## src/rtl/mips_pkg.sv

```systemverilog
// Shared definitions for the MIPS_32 data-memory stage: opcodes, FSM
// states, access sizes and small decode helpers.
package mips_pkg;

  localparam logic [5:0] OP_LB = 6'b100000;
  localparam logic [5:0] OP_LH = 6'b100001;
  localparam logic [5:0] OP_LW = 6'b100011;
  localparam logic [5:0] OP_SB = 6'b101000;
  localparam logic [5:0] OP_SH = 6'b101001;
  localparam logic [5:0] OP_SW = 6'b101011;

  typedef enum logic [1:0] {
    S_IDLE,
    S_ACCESS,
    S_FINISH
  } state_t;

  typedef enum logic [1:0] {
    BYTE,
    HALF,
    WORD
  } size_t;

  function automatic logic is_mem_op(input logic [5:0] op);
    return op inside {OP_LB, OP_LH, OP_LW, OP_SB, OP_SH, OP_SW};
  endfunction

  // Stores are 101xxx, loads are 100xxx.
  function automatic logic is_store_op(input logic [5:0] op);
    return op[3];
  endfunction

  function automatic size_t op_size(input logic [5:0] op);
    case (op[1:0])
      2'b00:   return BYTE;
      2'b01:   return HALF;
      default: return WORD;
    endcase
  endfunction

  function automatic logic misaligned(input size_t sz, input logic [1:0] off);
    case (sz)
      HALF:    return off[0];
      WORD:    return |off;
      default: return 1'b0;
    endcase
  endfunction

endpackage

```

## src/rtl/mips_lane_align.sv

```systemverilog
// Big-endian lane steering: byte enables and replicated store data for the
// memory port, and selection plus sign-extension of load data.
module mips_lane_align
  import mips_pkg::*;
(
  input  size_t       size_i,
  input  logic [1:0]  offset_i,
  input  logic [31:0] st_data_i,
  input  logic [31:0] rd_data_i,
  output logic [3:0]  be_o,
  output logic [31:0] wdata_o,
  output logic [31:0] ld_data_o
);

  logic [7:0]  byte_sel;
  logic [15:0] half_sel;

  // Offset 0 addresses bits 31:24; halfwords use address bit 1 only.
  always_comb begin
    be_o      = '0;
    wdata_o   = '0;
    ld_data_o = '0;
    byte_sel  = '0;
    half_sel  = '0;
    case (size_i)
      BYTE: begin
        be_o    = 4'b1000 >> offset_i;
        wdata_o = {4{st_data_i[7:0]}};
        case (offset_i)
          2'd0:    byte_sel = rd_data_i[31:24];
          2'd1:    byte_sel = rd_data_i[23:16];
          2'd2:    byte_sel = rd_data_i[15:8];
          default: byte_sel = rd_data_i[7:0];
        endcase
        ld_data_o = {{24{byte_sel[7]}}, byte_sel};
      end
      HALF: begin
        be_o      = offset_i[1] ? 4'b0011 : 4'b1100;
        wdata_o   = {2{st_data_i[15:0]}};
        half_sel  = offset_i[1] ? rd_data_i[15:0] : rd_data_i[31:16];
        ld_data_o = {{16{half_sel[15]}}, half_sel};
      end
      default: begin
        be_o      = '1;
        wdata_o   = st_data_i;
        ld_data_o = rd_data_i;
      end
    endcase
  end

endmodule

```

## src/rtl/mips_mem_stage.sv

```systemverilog
// MIPS_32 data-memory access stage. Drives a request/acknowledge word port
// for lb/lh/lw/sb/sh/sw with an ack timeout; other opcodes complete in one
// pass through FINISH. Optional macro MEM_ALIGN_CHECK_EN turns misaligned
// halfword/word accesses into immediate errors without a memory request.
module mips_mem_stage
  import mips_pkg::*;
#(
  parameter int unsigned TIMEOUT = 16,
  parameter int unsigned ADDR_W  = 32
) (
  input  logic              clk,
  input  logic              reset,
  input  logic              start,
  input  logic [5:0]        opcode,
  input  logic [ADDR_W-1:0] alu_result,
  input  logic [31:0]       rt_reg,
  output logic              busy,
  output logic              done,
  output logic [31:0]       load_data,
  output logic              mem_error,
  output logic              mem_req,
  output logic              mem_we,
  output logic [ADDR_W-3:0] mem_addr,
  output logic [3:0]        mem_be,
  output logic [31:0]       mem_wdata,
  input  logic [31:0]       mem_rdata,
  input  logic              mem_ack
);

  localparam int unsigned CNT_W = (TIMEOUT > 1) ? $clog2(TIMEOUT) : 1;
  localparam logic [CNT_W-1:0] CNT_MAX = CNT_W'(TIMEOUT - 1);

  state_t            state_q, state_d;
  logic [CNT_W-1:0]  cnt_q, cnt_d;
  logic              err_q, err_d;
  logic [31:0]       load_q;
  logic              accept, ld_en, misalign, in_access;

  size_t             size_q;
  logic [1:0]        off_q;
  logic              store_q;
  logic [ADDR_W-3:0] addr_q;
  logic [31:0]       st_q;

  logic [3:0]        al_be;
  logic [31:0]       al_wdata, al_ld;

`ifdef MEM_ALIGN_CHECK_EN
  assign misalign = misaligned(op_size(opcode), alu_result[1:0]);
`else
  assign misalign = 1'b0;
`endif

  mips_lane_align u_align (
    .size_i    (size_q),
    .offset_i  (off_q),
    .st_data_i (st_q),
    .rd_data_i (mem_rdata),
    .be_o      (al_be),
    .wdata_o   (al_wdata),
    .ld_data_o (al_ld)
  );

  // Next-state, timeout counter and error flag.
  always_comb begin
    state_d = state_q;
    cnt_d   = cnt_q;
    err_d   = err_q;
    accept  = 1'b0;
    ld_en   = 1'b0;
    case (state_q)
      S_IDLE: begin
        if (start) begin
          if (is_mem_op(opcode) && !misalign) begin
            accept  = 1'b1;
            cnt_d   = '0;
            err_d   = 1'b0;
            state_d = S_ACCESS;
          end else begin
            err_d   = misalign && is_mem_op(opcode);
            state_d = S_FINISH;
          end
        end
      end
      S_ACCESS: begin
        // Ack takes priority over a timeout in the same cycle.
        if (mem_ack) begin
          ld_en   = !store_q;
          state_d = S_FINISH;
        end else if (cnt_q == CNT_MAX) begin
          err_d   = 1'b1;
          state_d = S_FINISH;
        end else begin
          cnt_d = cnt_q + 1'b1;
        end
      end
      S_FINISH: state_d = S_IDLE;
      default:  state_d = S_IDLE;
    endcase
  end

  // FSM state, counter, error flag and held load result.
  always_ff @(posedge clk) begin
    if (reset) begin
      state_q <= S_IDLE;
      cnt_q   <= '0;
      err_q   <= 1'b0;
      load_q  <= '0;
    end else begin
      state_q <= state_d;
      cnt_q   <= cnt_d;
      err_q   <= err_d;
      if (ld_en) load_q <= al_ld;
    end
  end

  // Request attributes captured when a memory access is accepted.
  always_ff @(posedge clk) begin
    if (reset) begin
      size_q  <= BYTE;
      off_q   <= '0;
      store_q <= 1'b0;
      addr_q  <= '0;
      st_q    <= '0;
    end else if (accept) begin
      size_q  <= op_size(opcode);
      off_q   <= alu_result[1:0];
      store_q <= is_store_op(opcode);
      addr_q  <= alu_result[ADDR_W-1:2];
      st_q    <= rt_reg;
    end
  end

  assign in_access = (state_q == S_ACCESS);
  assign busy      = in_access;
  assign mem_req   = in_access;
  assign mem_we    = in_access & store_q;
  assign mem_addr  = in_access ? addr_q : '0;
  assign mem_be    = in_access ? al_be : '0;
  assign mem_wdata = in_access ? al_wdata : '0;
  assign done      = (state_q == S_FINISH);
  assign mem_error = done & err_q;
  assign load_data = load_q;

endmodule

```

## config.mk

```make
export PLATFORM = sky130hd
export DESIGN_NAME = mips_mem_stage
export DESIGN_NICKNAME = d
export VERILOG_FILES = /design/src/rtl/mips_pkg.sv /design/src/rtl/mips_lane_align.sv /design/src/rtl/mips_mem_stage.sv
export SDC_FILE = /design/constraint.sdc
export NUM_CORES = 1
export LEC_CHECK = 0
export BUFFER_PORTS_ARGS = -buffer_cell sky130_fd_sc_hd__buf_4
export CAP_MARGIN = 20
export CORE_MARGIN = 10
export CORE_UTILIZATION = 49
export CTS_CLUSTER_DIAMETER = 150
export DETAILED_ROUTE_END_ITERATION = 10
export GPL_TIMING_DRIVEN = 0
export PLACE_DENSITY = 0.82
export SLEW_MARGIN = 25
export SYNTH_ARGS = -nofsm -noshare
export SYNTH_HDL_FRONTEND = slang
export SYNTH_SLANG_ARGS = --single-unit
```

## constraint.sdc

```tcl
create_clock -name clk -period 2.2 [get_ports clk]
set_clock_uncertainty 0.15 [all_clocks]
set_input_delay 0.33 -clock clk [delete_from_list [all_inputs] [get_ports clk]]
set_output_delay 0.33 -clock clk [all_outputs]
set_load 0.05 [all_outputs]
```

==> results_dict.tcl, run 1 <==
set metrics [dict create \
    status "finished, final reports clean" \
    clk_latency_ps 390 \
    worstPathRequired_ps 1720 \
    area_growth_pct 50.56 \
    yosysSeqAreaShare_pct 41.47 \
    rsz0062_at_grt "true" \
    use_met2_pct 41.96 \
    synth.net_count 773 \
    nets 1001 \
    htreeDepth 3 \
    cp.arrival_ps 1710 \
    synth_common_cells "nand2_1, dfxtp_1, a21oi_1" \
    grt_pass1_vias 5852 \
    crit_start "size_q[1]$_SDFFE_PP0P_" \
    final_area_um2 7705 \
    preCtsSetupSlack_ps -175.6 \
    cp-end-kind "output pin" \
    global_route.usage.met3_pct 9.297 \
    synth_most_common_cell "nand2_1" \
    antenna_found_initial 0 \
    critPathCapture "mem_wdata[13]" \
    final.period_utilization_pct 99.47 \
    rows 37 \
    whs_ps 22.30 \
    drc_errors 0 \
    slowest_delay_ps 330 \
    die_width_um 122.2 \
    crit_chain "clkbuf_4, or2_4, nand2_1, a21oi_1, buf_4" \
    yosys.area.top_type "dfxtp_1" \
    timing.final.ws_setup_ps 11.67 \
    synthTopCellsByArea "dfxtp_1, nand2_1, a21oi_1" \
    cp_slowest_cell "dfxtp_1" \
    post_dp_cell_area_um2 6845 \
    top_usage_layer "met2" \
    hold_class "in2reg" \
    grt_max_degree 19 \
    synth-main-ff-cell "dfxtp_1" \
    p_clk_share_pct 37.2 \
    ys_types 50 \
    io_pins 209 \
    fill_cells 750 \
    setup_viol 0 \
    insertedDiodeCount 0 \
    p_sw_share_pct 25.95 \
    critPathLaunchType "flop" \
    overflow 0 \
    critical_path_class "reg2out" \
    die-area_um2 14930 \
    syn_inst 666 \
    rr_worst_depth 8 \
    initial_utilization_pct 50.02 \
    grt.total_usage_pct 25.03 \
    grt_first_pass_wirelength_um 29760 \
    path_clk_slew_ps 120 \
    hold_viol 0 \
    drt-total-wl_um 20040 \
    switchingPower_mw 0.9973 \
    combPwrFrac_pct 11.7 \
    clock_sinks 106 \
    power.density_nw_per_um2 498.8 \
    dr.pass1.iters 5 \
    max_cap_viol_count 0 \
    vdd_drop_max_uv 376.0 \
    hpwl_um 14690 \
    max-slew-margin-rel_pct 62.15 \
    ys_async_sr_fraction_pct 0 \
    via_per_inst 5.634 \
    synth-seq-cells 106 \
    synth_edf_count 0 \
    numCtsBuffers 9 \
    synth_area_um2 5117 \
    gp_congestion 0.8812 \
    max_freq_ghz 0.4570 \
    clk_path_buf_depth 2 \
    worst_slew_pin_slew_ps 567.7 \
    drt_iter0_markers 514 \
    synth_top_area_share_pct 41.47 \
    path_max_fanout 11 \
    finalPower_mw 3.843 \
    syn-mean-instance-area_um2 7.684 \
    fin_crit_ps 2188 \
    cts_root_buf "clkbuf_8" \
    rr_startpoint "state_q[1]$_SDFFE_PP0P_" \
    vias 5831 \
    detail-route-antenna-nets 0 \
    leakage_nw 2.954 \
    p_int_mw 2.846 \
    die_h_um 122.2 \
    drive_above_1_share_pct 36.15 \
    r2r_end "st_q[28]$_SDFFE_PP0P_" \
    r2r_slack_ps 160 \
    yosysWarnings 0 \
    p_seq_share_pct 51.1 \
    met1_usage_pct 28.88 \
    cts_tree "yes" \
    maxSlewViolCount 0 \
    core-area_um2 10230 \
    numPortBuffers 207 \
    routedWlPerCell_um 19.37 \
]
worst max-delay path, delay by kind of cell (launching register included):
| family | cells | cell delay (ps) |
|---|---|---|
| buf+inv | 2 | 480 |
| flops | 1 | 330 |
| compound gates | 1 | 230 |
| simple gates | 2 | 290 |
layout by cell type, fill, tap and decap left out, types with 4 or more instances in the layout:
master,count
clkbuf_8,11
nand2_1,177
nand3_1,4
a211oi_1,26
buf_6,58
nor2_1,42
mux2_2,5
a21oi_2,7
nor2_2,12
a21oi_1,87
a32oi_1,6
or3_1,7
inv_6,4
dfxtp_1,104
mux2i_1,12
a31oi_1,4
o221ai_1,4
buf_4,162
and2_1,41
nor3_1,5
nor2_4,11
buf_8,9
a311oi_1,7
buf_2,14
clkbuf_1,18
nor2b_1,5
routing by layer:
metal | part of all wire, % | wire length [um]
met5 | 0 | 0
met4 | 2.7 | 538
met3 | 12 | 2337
met2 | 48 | 9587
met1 | 38 | 7580
area by class of cell:
| cell class | instances | area [um^2] | area share [%] |
|---|---|---|---|
| Buffer | 54 | 389.1 | 5.050 |
| Clock buffer | 10 | 137.6 | 1.786 |
| Clock inverter | 6 | 93.84 | 1.218 |
| Inverter | 3 | 16.27 | 0.2111 |
| Multi-Input combinational cell | 503 | 2885 | 37.45 |
| Sequential cell | 106 | 2125 | 27.57 |
| Tap cell | 136 | 170.2 | 2.209 |
| Timing Repair Buffer | 217 | 1888 | 24.50 |
power groups by stage:
stage          Clock, mW  Sequential, mW  Combinational (mW)
6_report            1.43            1.96               0.449
4_1_cts             1.41            1.96               0.427
3_3_place_gp           0            2.00               0.409
5_1_grt             1.47            1.97               0.478
3_5_place_dp           0            2.01               0.415
2_1_floorplan          0            2.02               0.161
how the worst min path moves through the flow:
stage                       startpoint  slack, ps                      end  depth (start not counted)
2_1_floorplan   addr_q[0]$_SDFFE_PP0P_        280   addr_q[0]$_SDFFE_PP0P_                          2
3_3_place_gp   addr_q[11]$_SDFFE_PP0P_        290  addr_q[11]$_SDFFE_PP0P_                          2
3_5_place_dp    addr_q[2]$_SDFFE_PP0P_        290   addr_q[2]$_SDFFE_PP0P_                          2
4_1_cts                 alu_result[11]         20   addr_q[9]$_SDFFE_PP0P_                          3
5_1_grt                 alu_result[13]         20  addr_q[11]$_SDFFE_PP0P_                          3
6_report                alu_result[11]         20   addr_q[9]$_SDFFE_PP0P_                          3
flip-flops by register name, summed over array words and instances (netlist names):
| signal | cells |
|---|---|
| addr_q | 30 |
| size_q | 2 |
| store_q | 1 |
| load_data | 32 |
| st_q | 32 |
| err_q | 1 |
| cnt_q | 4 |
| off_q | 2 |
| state_q | 2 |
timing repair:
item                       4_1_cts  5_1_grt
setup endpoints to repair       69       63
buffers inserted                 1        7
hold buffers                     0        0
hold endpoints to repair         0        0
gates resized for setup         77       78
cloned                           0        3
pin swaps                        1        4
logic make-up after synthesis:
kind of cell	share of synthesized area, %
DFF	41.47
muxes	5.550
buffers and inverters	5.452
and+or+nand+nor	27.85
AOI/OAI and AO/OA	19.10
xor gates and xnor gates	0.3424
adders and majority gates	0.2445
metrics by stage:
stage | cells | setup TNS (ps) | util (%)
2_1_floorplan | 666 | 0 | -
3_3_place_gp | 1009 | -1981 | 66.91
3_5_place_dp | 1009 | -2373 | 66.91
4_1_cts | 1025 | -61.53 | 71.76
5_1_grt | 1035 | -326.6 | 75.31
6_report | 1035 | 0 | 75.31
No activity file was read; power rests on OpenSTA's default activity.
==> inputs of run 2 (changes only) <==
- ABC_AREA: unset -> 1
- GPL_ROUTABILITY_DRIVEN: unset -> 0
==> results_dict.tcl, run 2 <==
set metrics [dict create \
    status "finished, final reports clean" \
    die_h_um 123.0 \
    synth-seq-cells 106 \
    crit_start "size_q[1]$_SDFFE_PP0P_" \
    synth_area_um2 5199 \
    syn_inst 814 \
    postCtsHoldBufs 0 \
    hpwl_um 14510 \
    cts_tree "yes" \
    critPathLaunchType "flop" \
    preCtsSetupSlack_ps -121.5 \
    crit_chain "inv_2, buf_8, buf_6, o21ai_0, a21oi_2, buf_6" \
    rows 37 \
    power.density_nw_per_um2 508.7 \
    area_growth_pct 42.94 \
    maxSlewViolCount 0 \
    detail-route-antenna-nets 0 \
    cp_slowest_cell "dfxtp_1" \
    timing.final.ws_setup_ps 64.46 \
    path_max_fanout 10 \
    clk_path_buf_depth 2 \
    numCtsBuffers 9 \
    grt_max_degree 20 \
    clock_sinks 106 \
    core-area_um2 10320 \
    synth_edf_count 0 \
    nets 1150 \
    cp.depth 6 \
    setup_viol 0 \
    synth-main-ff-cell "dfxtp_1" \
    ys_async_sr_fraction_pct 0 \
    synth_common_cells "nor2_1, dfxtp_1, o21ai_0" \
    die_width_um 123.0 \
    routedWlPerCell_um 15.95 \
    final.period_utilization_pct 97.07 \
    antenna_found_initial 0 \
    worstPathRequired_ps 1720 \
    p_int_mw 2.739 \
    drive_above_1_share_pct 28.91 \
    max_cap_viol_count 0 \
    synthTopCellsByArea "dfxtp_1, nor2_1, o21ai_0" \
    combPwrFrac_pct 13.5 \
    via_per_inst 5.002 \
    initial_utilization_pct 50.36 \
    rr_worst_depth 11 \
    switchingPower_mw 1.041 \
    synth.net_count 921 \
    yosysWarnings 0 \
    overflow 0 \
    path_clk_slew_ps 110 \
    fill_cells 942 \
    syn-mean-instance-area_um2 6.387 \
    clk_latency_ps 390 \
    worst_slew_pin_slew_ps 571.5 \
    drc_errors 0 \
    rr_startpoint "size_q[0]$_SDFFE_PP0P_" \
    max-slew-margin-rel_pct 61.76 \
    ys_types 30 \
    critical_path_class "reg2out" \
    drt-total-wl_um 18880 \
    vias 5922 \
    slowest_delay_ps 390 \
    synth_most_common_cell "nor2_1" \
    fin_crit_ps 2136 \
    multi_input_area_um2 2599 \
    crit_top_cell "buf_6" \
    hold_class "in2reg" \
    cp_top_family "buffers and inverters" \
    leakage_nw 3.439 \
    yosys.area.top_type "dfxtp_1" \
    max_freq_ghz 0.4683 \
    seqCellArea_um2 2130 \
    hold_viol 0 \
    layout_commonest_cell "nor2_1" \
    htreeDepth 3 \
    cts_root_buf "clkbuf_8" \
    synth_top_area_share_pct 40.82 \
    post_dp_cell_area_um2 6973 \
    grt_pass1_vias 5537 \
    crit_buf_inv 4 \
    die-area_um2 15130 \
    final_area_um2 7431 \
    vdd_drop_max_uv 482.6 \
    insertedDiodeCount 0 \
    dr.pass1.iters 5 \
    min_path_cells 3 \
    p_seq_share_pct 52.6 \
    cp.arrival_ps 1660 \
    cp-end-kind "output pin" \
    min_from "alu_result[27]" \
    p_sw_share_pct 27.55 \
    p_clk_share_pct 34.0 \
    yosysSeqAreaShare_pct 40.82 \
    final_cell_mix "nor2_1, buf_4, dfxtp_1" \
    grt_first_pass_wirelength_um 28480 \
    drt_iter0_markers 486 \
    numPortBuffers 207 \
    io_pins 209 \
    grt.total_usage_pct 23.52 \
]
==> run 2: final cells by class <==
class                           instances  area share, %
Multi-Input combinational cell        573          34.97
Inverter                               87          4.412
Sequential cell                       106          28.66
Buffer                                 48          4.041
Timing Repair Buffer                  218          22.82
Clock buffer                            9          1.667
Tap cell                              136          2.290
Clock inverter                          7          1.145
==> run 2: final timing paths <==
path | slack, ps | to
worst max-delay path | 60 | mem_wdata[21]
worst min-delay path | 30 | addr_q[25]$_SDFFE_PP0P_
worst max register to register | 230 | load_data[29]$_SDFFE_PP0P_
worst min register to register | 320 | err_q$_SDFFE_PP0P_
==> run 2: cells by family (layout without fill, tap and decap cells) <==
group / Yosys count / count (layout) / synth area share, %
AND/OR/NAND/NOR: 406 / 407 / 31.79
AO/OA/AOI/OAI: 164 / 164 / 16.05
buffers and inverters: 136 / 369 / 10.93
flip-flops: 106 / 106 / 40.82
adder cells (fa/ha/maj): 1 / 1 / 0.2406
XOR/XNOR: 1 / 1 / 0.1685
==> run 2: through the flow <==
stage / hold slack, ps / cells / util, % / power, mW / TNS, ps
2_1_floorplan: 281.5 / 814 / - / 2.273 / -429.0
3_3_place_gp: 294.7 / 1157 / 67.54 / 2.502 / -622.4
3_5_place_dp: 306.0 / 1157 / 67.54 / 2.511 / -753.3
4_1_cts: 21.86 / 1177 / 71.02 / 3.783 / 0
5_1_grt: 22.05 / 1184 / 71.98 / 3.914 / -18.11
6_report: 32.47 / 1184 / 71.98 / 3.780 / 0
==> run 2: worst reg2reg max path, cell delays in order, from the launching register on <==
cell	delay (ps)
dfxtp_2	350
buf_6	110
clkinv_1	80
nand2_2	100
buf_4	110
buf_4	90
nor2_1	30
nand2_1	220
clkbuf_1	350
nand3_1	150
nand2_1	90
inv_1	40
==> run 2: per-layer routing <==
metal  up-vias  GRT usage, %  share of wire [%]
met3        30         6.837                9.8
met2       242         39.19                 48
li1       3013             -                  -
met1      2637         28.70                 40
met5         -             0                  0
met4         0         7.496                2.1
==> run 2: what timing repair did <==
action | CTS | global route
pin swaps | 3 | 9
resized for setup | 37 | 16
endpoints found under the setup margin | 68 | 44
setup buffers | 4 | 6
cloned | 1 | 1
==> run 2: power by group through the flow <==
| stage | logic, mW | clock network, mW | registers [mW] |
|---|---|---|---|
| after global placement | 0.473 | 0 | 2.03 |
| after CTS | 0.494 | 1.30 | 1.99 |
| after global routing | 0.558 | 1.36 | 1.99 |
| final | 0.509 | 1.28 | 1.99 |
| after detailed placement | 0.481 | 0 | 2.03 |
| after floorplan | 0.228 | 0 | 2.05 |
